--- config.mk ---
export PLATFORM = sky130hd
export DESIGN_NAME = sevenseg_scan_decoder_flat
export DESIGN_NICKNAME = d
export VERILOG_FILES = /design/src/rtl/sevenseg_scan_decoder_if.sv /design/src/rtl/sevenseg_scan_decoder.sv /design/src/flat_wrapper.sv
export SDC_FILE = /design/constraint.sdc
export NUM_CORES = 1
export LEC_CHECK = 0
export CAP_MARGIN = 5
export CORE_ASPECT_RATIO = 1.75
export CORE_MARGIN = 2
export CORE_UTILIZATION = 35
export CTS_CLUSTER_DIAMETER = 80
export DETAILED_ROUTE_END_ITERATION = 6
export GPL_TIMING_DRIVEN = 0
export MAX_ROUTING_LAYER = met4
export PLACE_DENSITY = 0.63
export SYNTH_ARGS = -nofsm -noshare
export SYNTH_HDL_FRONTEND = slang
export SYNTH_SLANG_ARGS = --single-unit
--- constraint.sdc ---
create_clock -name clk -period 9.96 [get_ports clk]
set_input_delay 1.992 -clock clk [delete_from_list [all_inputs] [get_ports clk]]
set_output_delay 1.992 -clock clk [all_outputs]
set_load 0.005 [all_outputs]
--- src/rtl/sevenseg_scan_decoder_if.sv ---
// sevenseg_scan_decoder_if
//   Bundles the observed seven-segment scan bus and the decoded readback
//   outputs of sevenseg_scan_decoder.
//   master : drives sample_en/digit_sel/segments, observes decoded state
//   slave  : the decoder itself
// Signals:
//   sample_en    segments/digit_sel valid this cycle
//   digit_sel    digit currently driven on the bus
//   segments     active-low pattern, bit6=g .. bit0=a
//   hex_out      committed nibble per digit, digit i at [4i+3:4i]
//   digit_valid  digit holds one of the 16 legal codes
//   digit_blank  digit committed as all-off
//   update       one-cycle pulse when a digit's committed state changes
//   update_idx   digit that changed on the last update
//   illegal_seen sticky flag, an illegal pattern was committed
interface sevenseg_scan_decoder_if #(
  parameter int DIGITS = 6
);
  localparam int SEL_W = (DIGITS > 1) ? $clog2(DIGITS) : 1;

  logic                  sample_en;
  logic [SEL_W-1:0]      digit_sel;
  logic [6:0]            segments;
  logic [4*DIGITS-1:0]   hex_out;
  logic [DIGITS-1:0]     digit_valid;
  logic [DIGITS-1:0]     digit_blank;
  logic                  update;
  logic [SEL_W-1:0]      update_idx;
  logic                  illegal_seen;

  modport master (
    output sample_en, digit_sel, segments,
    input  hex_out, digit_valid, digit_blank, update, update_idx, illegal_seen
  );

  modport slave (
    input  sample_en, digit_sel, segments,
    output hex_out, digit_valid, digit_blank, update, update_idx, illegal_seen
  );
endinterface

--- src/rtl/sevenseg_scan_decoder.sv ---
// sevenseg_scan_decoder
//   Observes a time-multiplexed active-low seven-segment bus and rebuilds
//   the hex value shown on each digit. A pattern must be seen on the same
//   digit STABLE_SAMPLES times in a row (counting only that digit's own
//   samples) before it is committed, which filters scan glitches.
// Ports:
//   clk    system clock
//   reset  synchronous active-high reset
//   bus    sevenseg_scan_decoder_if.slave (scan inputs, decoded outputs)
module sevenseg_scan_decoder #(
  parameter int DIGITS         = 6,
  parameter int STABLE_SAMPLES = 4
) (
  input  logic                    clk,
  input  logic                    reset,
  sevenseg_scan_decoder_if.slave  bus
);

  localparam int SEL_W = (DIGITS > 1) ? $clog2(DIGITS) : 1;
  localparam int CNT_W = $clog2(STABLE_SAMPLES + 1);
  localparam logic [CNT_W-1:0] STAB_C = CNT_W'(STABLE_SAMPLES);

  // Decode an active-low {g..a} pattern into {legal, blank, nibble}.
  function automatic logic [5:0] decode_seg(input logic [6:0] seg);
    logic [5:0] r;
    case (seg)
      7'h40:   r = {1'b1, 1'b0, 4'h0};
      7'h79:   r = {1'b1, 1'b0, 4'h1};
      7'h24:   r = {1'b1, 1'b0, 4'h2};
      7'h30:   r = {1'b1, 1'b0, 4'h3};
      7'h19:   r = {1'b1, 1'b0, 4'h4};
      7'h12:   r = {1'b1, 1'b0, 4'h5};
      7'h02:   r = {1'b1, 1'b0, 4'h6};
      7'h78:   r = {1'b1, 1'b0, 4'h7};
      7'h00:   r = {1'b1, 1'b0, 4'h8};
      7'h18:   r = {1'b1, 1'b0, 4'h9};
      7'h08:   r = {1'b1, 1'b0, 4'hA};
      7'h03:   r = {1'b1, 1'b0, 4'hB};
      7'h27:   r = {1'b1, 1'b0, 4'hC};
      7'h21:   r = {1'b1, 1'b0, 4'hD};
      7'h06:   r = {1'b1, 1'b0, 4'hE};
      7'h0E:   r = {1'b1, 1'b0, 4'hF};
      7'h7F:   r = {1'b0, 1'b1, 4'h0};
      default: r = {1'b0, 1'b0, 4'h0};
    endcase
    return r;
  endfunction

  logic [6:0]       candidate_r [DIGITS];
  logic [CNT_W-1:0] count_r     [DIGITS];
  logic [3:0]       nib_r       [DIGITS];
  logic [DIGITS-1:0] valid_r;
  logic [DIGITS-1:0] blank_r;
  logic             update_r;
  logic [SEL_W-1:0] update_idx_r;
  logic             illegal_r;

  logic [DIGITS-1:0] sel_match_s;
  logic             hit_s;
  logic [6:0]       cur_cand_s;
  logic [CNT_W-1:0] cur_cnt_s;
  logic [3:0]       cur_nib_s;
  logic             cur_valid_s;
  logic             cur_blank_s;
  logic [6:0]       next_cand_s;
  logic [CNT_W-1:0] next_cnt_s;
  logic             cand_changed_s;
  logic [5:0]       dec_s;
  logic             commit_s;
  logic [3:0]       new_nib_s;
  logic             new_valid_s;
  logic             new_blank_s;
  logic             illegal_s;
  logic             change_s;

  // Select the addressed digit's state; out-of-range selects match nothing.
  always_comb begin
    sel_match_s = '0;
    hit_s       = 1'b0;
    cur_cand_s  = 7'h7F;
    cur_cnt_s   = '0;
    cur_nib_s   = 4'h0;
    cur_valid_s = 1'b0;
    cur_blank_s = 1'b0;
    for (int i = 0; i < DIGITS; i++) begin
      if (bus.sample_en && (bus.digit_sel == SEL_W'(i))) begin
        sel_match_s[i] = 1'b1;
        hit_s          = 1'b1;
        cur_cand_s     = candidate_r[i];
        cur_cnt_s      = count_r[i];
        cur_nib_s      = nib_r[i];
        cur_valid_s    = valid_r[i];
        cur_blank_s    = blank_r[i];
      end else begin
        sel_match_s[i] = 1'b0;
      end
    end
  end

  // Stability counting, commit detection and the resulting digit state.
  always_comb begin
    dec_s = decode_seg(bus.segments);
    if (bus.segments == cur_cand_s) begin
      next_cand_s    = cur_cand_s;
      cand_changed_s = 1'b0;
      next_cnt_s     = (cur_cnt_s == STAB_C) ? cur_cnt_s : cur_cnt_s + CNT_W'(1);
    end else begin
      next_cand_s    = bus.segments;
      cand_changed_s = 1'b1;
      next_cnt_s     = CNT_W'(1);
    end

    // With a threshold of 1 the count is already saturated, so a changed
    // candidate is the only way a new pattern can commit.
    commit_s = hit_s && (((next_cnt_s == STAB_C) && (cur_cnt_s != STAB_C)) ||
                         ((STABLE_SAMPLES == 1) && cand_changed_s));

    // On commit the candidate always equals the current segments, so the
    // decode of the bus value is the decode of the committed pattern.
    if (dec_s[5]) begin
      new_valid_s = 1'b1;
      new_blank_s = 1'b0;
      new_nib_s   = dec_s[3:0];
    end else if (dec_s[4]) begin
      new_valid_s = 1'b0;
      new_blank_s = 1'b1;
      new_nib_s   = cur_nib_s;
    end else begin
      new_valid_s = 1'b0;
      new_blank_s = 1'b0;
      new_nib_s   = cur_nib_s;
    end
    illegal_s = ~dec_s[5] & ~dec_s[4];
    change_s  = commit_s &&
                ({new_valid_s, new_blank_s, new_nib_s} != {cur_valid_s, cur_blank_s, cur_nib_s});
  end

  // Per-digit state, committed outputs, update pulse and sticky illegal flag.
  always_ff @(posedge clk) begin
    if (reset) begin
      for (int i = 0; i < DIGITS; i++) begin
        candidate_r[i] <= 7'h7F;
        count_r[i]     <= '0;
        nib_r[i]       <= 4'h0;
      end
      valid_r      <= '0;
      blank_r      <= '1;
      update_r     <= 1'b0;
      update_idx_r <= '0;
      illegal_r    <= 1'b0;
    end else begin
      for (int i = 0; i < DIGITS; i++) begin
        if (sel_match_s[i]) begin
          candidate_r[i] <= next_cand_s;
          count_r[i]     <= next_cnt_s;
        end
        if (sel_match_s[i] && commit_s) begin
          nib_r[i]   <= new_nib_s;
          valid_r[i] <= new_valid_s;
          blank_r[i] <= new_blank_s;
        end
      end
      update_r <= change_s;
      if (change_s) begin
        update_idx_r <= bus.digit_sel;
      end
      if (commit_s && illegal_s) begin
        illegal_r <= 1'b1;
      end
    end
  end

  for (genvar g = 0; g < DIGITS; g++) begin : g_pack
    assign bus.hex_out[4*g +: 4] = nib_r[g];
  end

  assign bus.digit_valid  = valid_r;
  assign bus.digit_blank  = blank_r;
  assign bus.update       = update_r;
  assign bus.update_idx   = update_idx_r;
  assign bus.illegal_seen = illegal_r;

endmodule

--- src/flat_wrapper.sv ---
// flat-port wrapper written by rule: the top's interface ports become plain ports
module sevenseg_scan_decoder_flat 
#(
  parameter int DIGITS         = 6,
  parameter int STABLE_SAMPLES = 4
)
  (clk, reset, bus_sample_en, bus_digit_sel, bus_segments, bus_hex_out, bus_digit_valid, bus_digit_blank, bus_update, bus_update_idx, bus_illegal_seen);
  sevenseg_scan_decoder_if #(.DIGITS(DIGITS)) bus_i ();
  input  logic clk;
  input  logic reset;
  input wire logic [$bits(bus_i.sample_en)-1:0] bus_sample_en;
  input wire logic [$bits(bus_i.digit_sel)-1:0] bus_digit_sel;
  input wire logic [$bits(bus_i.segments)-1:0] bus_segments;
  output wire logic [$bits(bus_i.hex_out)-1:0] bus_hex_out;
  output wire logic [$bits(bus_i.digit_valid)-1:0] bus_digit_valid;
  output wire logic [$bits(bus_i.digit_blank)-1:0] bus_digit_blank;
  output wire logic [$bits(bus_i.update)-1:0] bus_update;
  output wire logic [$bits(bus_i.update_idx)-1:0] bus_update_idx;
  output wire logic [$bits(bus_i.illegal_seen)-1:0] bus_illegal_seen;
  assign bus_i.sample_en = bus_sample_en;
  assign bus_i.digit_sel = bus_digit_sel;
  assign bus_i.segments = bus_segments;
  assign bus_hex_out = bus_i.hex_out;
  assign bus_digit_valid = bus_i.digit_valid;
  assign bus_digit_blank = bus_i.digit_blank;
  assign bus_update = bus_i.update;
  assign bus_update_idx = bus_i.update_idx;
  assign bus_illegal_seen = bus_i.illegal_seen;
  sevenseg_scan_decoder #(.DIGITS(DIGITS), .STABLE_SAMPLES(STABLE_SAMPLES)) u_core (.clk(clk), .reset(reset), .bus(bus_i));
endmodule
Word-level counts from Yosys, hierarchy flattened
Memory sizes are Yosys's and may differ from the RTL's.
Cells that the tools add are included.
- flip-flop bits (word level): 17
- bits in latches: 0
- RAM bits: 84
- bits in read-only memories: 0
- input port bits: 13
- output and inout port bits: 41
- word-level logic and storage cells: 189
- memories: 3
- $add $sub $neg: 1
- multipliers: 0
- divide/modulo/power cells: 0
- order comparisons: 0
- eq/ne operators: 26
- shift operators: 0
- multiplexer cells: 105
- bitwise gates (word level): 21
- reduce and logical (&&, ||, !) cells: 18
- memories (name ; words ; bits a word ; read ports ; clocked after memory_dff ; wr ports ; line ; RTL):
    u_core.candidate_r ; 6 ; 7 ; 6 ; 0 ; 6 ; sevenseg_scan_decoder.sv:49 ; logic [6:0] candidate_r [DIGITS];
    u_core.nib_r ; 6 ; 4 ; 6 ; 0 ; 6 ; sevenseg_scan_decoder.sv:51 ; logic [3:0] nib_r [DIGITS];
    u_core.count_r ; 6 ; 3 ; 6 ; 0 ; 6 ; sevenseg_scan_decoder.sv:50 ; logic [CNT_W-1:0] count_r [DIGITS];
- operator list (operator ; number):
    $pmux 6 s17 ; 1
    $mux 7 ; 13
    $mux 1 ; 64
    $mux 4 ; 13
    $mux 3 ; 14
    $eq 7x6->1 const B ; 4
    $eq 7x7->1 const B ; 4
    $eq 7x5->1 const B ; 3
    $or 1x1->1 ; 18
    $logic_and 1x1->1 ; 16
    $eq 7x2->1 const B ; 2
    $eq 7x4->1 const B ; 2
    $eq 3x3->1 const B ; 4
    $eq 7x3->1 const B ; 1
    $eq 7x7->1 ; 1
    $logic_not 7->1 ; 1
    $eq 3x2->1 const B ; 2
    $ne 6x6->1 ; 1
    $add 3x1->3 const B ; 1
    $eq 3x1->1 const B ; 1
    $logic_not 3->1 ; 1
    $ne 3x3->1 const B ; 1
    $not 1->1 ; 2
    $and 1x1->1 ; 1

Logic depth before layout (Yosys ltp)
Gate-level depths: netlist of run 1.
- word-level depth: 19
- mapped depth: 16
- gate-level depth less buffers: 11

Worst setup path before layout of run 1
OpenSTA, ideal clock, no wires.
- path type: input port to flip-flop
- from: in bus_digit_sel[1]
- to: mem u_core.nib_r[4][0], in the netlist u_core.nib_r[0][16], enable pin
- library setup time: 0.310 ns
- data arrival time: 4.635 ns
- required time: 9.650 ns
- setup slack: 5.015 ns
- stages on the path: 14
- cells stage by stage: clkbuf_1 -> buf_2 -> buf_2 -> buf_1 -> mux2_2 -> a21oi_1 -> o21a_1 -> ha_1 -> nor2_1 -> nand2_1 -> nor3_4 -> buf_4 -> nand2_1 -> nand2b_1
- RTL lines (what ; line ; RTL):
    start, declared ; flat_wrapper.sv:12 ; input wire logic [$bits(bus_i.digit_sel)-1:0] bus_digit_sel;
    end, declared ; sevenseg_scan_decoder.sv:51 ;

==> results of run 1 <==
## worst reg2reg max path: stages, from the launching register on
cell and delay [ps]:
edfxtp_1 370, mux4_2 510, a221oi_2 350, xor2_1 180, o221ai_1 140, or4_4 490
nor3_4 260, buf_4 220, nand2_1 190, nand2b_1 290
## per-stage QoR
stage | util, % | area (um^2) | std cells | worst slack, ps | hold slack (ps)
after floorplan | - | 5420 | 505 | 5010 | 460
after global placement | 40.3 | 6140 | 739 | 3980 | 469
after detailed placement | 40.3 | 6150 | 741 | 3910 | 467
after CTS | 42.3 | 6440 | 757 | 4280 | 487
after global routing | 42.3 | 6440 | 757 | 4080 | 524
final | 42.3 | 6440 | 757 | 4290 | 487
## flip-flops by register name, summed over array words and instances, names as in the netlist
name / cells
u_core.candidate_r: 42
u_core.nib_r: 24
u_core.count_r: 18
u_core.bus.digit_blank: 6
u_core.bus.digit_valid: 6
u_core.bus.update_idx: 3
u_core.bus.illegal_seen: 1
u_core.bus.update: 1
## synthesized netlist by cell type, types with 9 or more instances
cell type,number,area share [%]
or3_1,10,1.2
edfxtp_1,84,47
dfxtp_1,17,6.3
nand2b_1,40,4.6
nand4_1,10,1.2
or2_2,11,1.3
mux4_2,9,3.7
nor2b_1,10,1.2
nor3_1,12,1.1
nor2_1,76,5.3
clkbuf_1,28,1.9
o21ai_0,11,1.0
nand2_1,36,2.5
mux2i_1,26,4.8
## layer usage
layer  global-route usage, %  part of all wire (%)
met4                    10.7                   4.3
met1                    19.4                    36
met2                    37.0                    56
met5                       -                     0
met3                    2.89                   3.7
## cell families (layout without fill, tap and decap cells)
logic type	count (synthesis)	count (layout)	synth area share (%)
AND/OR/NAND/NOR	235	235	22.3
flip-flops	101	101	52.8
adder cells (fa/ha/maj)	2	2	0.461
multiplexers	41	41	9.78
buffers and inverters	48	114	3.67
AO/OA/AOI/OAI	65	65	8.95
XOR/XNOR	13	13	2.10
## path summary, 6_finish.rpt
path                                                              start                                    end  cells past startpoint
worst min register to register    u_core.bus.update_idx[2]$_SDFFE_PP0P_  u_core.bus.update_idx[2]$_SDFFE_PP0P_                      2
worst max register to register  u_core.candidate_r[0][24]$_SDFFCE_PN1P_      u_core.nib_r[0][16]$_SDFFCE_PN0P_                      9
worst max-delay path                                   bus_digit_sel[1]      u_core.nib_r[0][16]$_SDFFCE_PN0P_                     15
worst min-delay path              u_core.bus.update_idx[2]$_SDFFE_PP0P_  u_core.bus.update_idx[2]$_SDFFE_PP0P_                      2
## final cells by class
| class | instances | area, um^2 |
|---|---|---|
| Fill cell | 1458 | 8800 |
| Sequential cell | 101 | 2860 |
| Multi-Input combinational cell | 356 | 2360 |
| Timing Repair Buffer | 50 | 490 |
| Tap cell | 186 | 233 |
| Clock buffer | 10 | 229 |
| Buffer | 39 | 165 |
| Clock inverter | 6 | 65.1 |
| Inverter | 9 | 33.8 |
## power by group
part           switching [mW]  total, mW  internal [mW]
Combinational          0.0646      0.106         0.0417
Clock                   0.170      0.348          0.178
Sequential            0.00699      0.482          0.475
Total                   0.242      0.936          0.695
==> results.toml, run 1 <==
[clock_network]
cts_inserted_buffers = 9
clock_latency_ps = 350
post_cts_buffers = 0
numClockSinks = 101
cts-root-buf = "clkbuf_16"
ctsHoldBuffers = 0
htree_levels = 3
clockBufferDepth = 2
cts_tree = "yes"
clk_pin_slew_ps = 70
ctsResizeCount = 0

[place]
port_buffers = 48
dp_hpwl_mm = 12.2
gp_congestion = 0.903

[drt]
drt_iter0_drc = 321
vias = 4236
viasPerCell = 5.60
routed_wl_mm = 15.9
first_pass_iters = 5
ant_nets = 0
wire_per_inst_um = 21.0
drc = 0

[sta]
maxSlewViolCount = 0
setup_viol = 0
hold_violations = 0
period_needed_ps = 5670
slew_headroom_pct = 19.5
fin_crit_sh_pct = 57.0
clock-skew-final_ps = 8.60
rsz0062_at_grt = "false"
finalSetupTns_ps = 0
fmax_ghz = 0.176
worst_pin_slew_ps = 1200

[worst_setup_path]
path_delay_family = "buffers and inverters"
start_kind = "input pin"
worstPathCellList = "clkbuf_1 > buf_2 > buf_2 > buf_1 > mux2_2 > a21oi_1 > o21a_1 > inv_1 > ha_1 > nor2_1 > mux2i_1 > nor3_4 > buf_4 > nand2_1 > nand2b_1"
required_ps = 10000
path_class = "input pin to register"
r2r_slack_ps = 6640
cp_max_fo = 10
cpMaxStageDelayCell = "buf_1"
crit_arrival_ps = 5720
cp-end-kind = "register"
cpMostUsedCell = "buf_2"
crit_buf_inv = 6
cpPeakStageDelay_ps = 550

[synth]
synth-seq-area-share_pct = 52.8
synth_ff_type = "edfxtp_1"
async_flop_share_pct = 0
synth.distinct_cells = 63
ys_seq_elements = 101
synth_area_um2 = 5420
yosys_warnings = 0
synth_edf_count = 84
syn_nets = 520
synth_area_per_cell_um2 = 10.7
syn_inst = 505

[hold_path]
hp-class = "register to register"

[grt]
grt_pass1_wl_mm = 24.3
grt_use_total_pct = 19.8
grt_start_max_net_pins = 20
grt.overflow.total = 0
antenna_found_initial = 0
grt_pass1_vias = 4398

[final_layout]
layout_common_cells = "edfxtp_1 (84), nor2_1 (76), clkdlybuf4s50_1 (48)"
syn_to_final_growth_pct = 18.8
final_common_cell = "edfxtp_1"
diodes = 0
drive_gt1_share_pct = 9.98
nNetsFinal = 581

[floorplanning]
die-area_um2 = 16500
fp.dieH_um = 169
start_util_pct = 35.6
ios = 54
die_x_um = 98.1
core_area_um2 = 15200
rows = 60

[flow_run]
cap_violations = 0

[pwr]
power_density_nw_per_um2 = 145
power.leakage_nw = 2.25
p_total_uw = 936
peakVddDrop_mv = 0.108

[status]
status = "finished, final reports clean"
Note: power is estimated with default switching activity, not from simulation.
==> inputs of run 2 (changes only) <==
==> constraint.sdc (replaced) <==
create_clock -name clk -period 5.6 [get_ports clk]
set_input_delay 1.12 -clock clk [delete_from_list [all_inputs] [get_ports clk]]
set_output_delay 1.12 -clock clk [all_outputs]
set_load 0.005 [all_outputs]
==> results of run 2 <==
Same layout as run 1 (identical final DEF). Status: finished, final reports clean.
Among the figures that moved: setup slack after placement 3910 ps -> 426 ps; setup slack after layout 4290 ps -> 798 ps; register-to-register setup slack 6640 ps -> 2280 ps; total power 0.936 mW -> 1.67 mW; worst IR drop on VDD 0.108 mV -> 0.192 mV
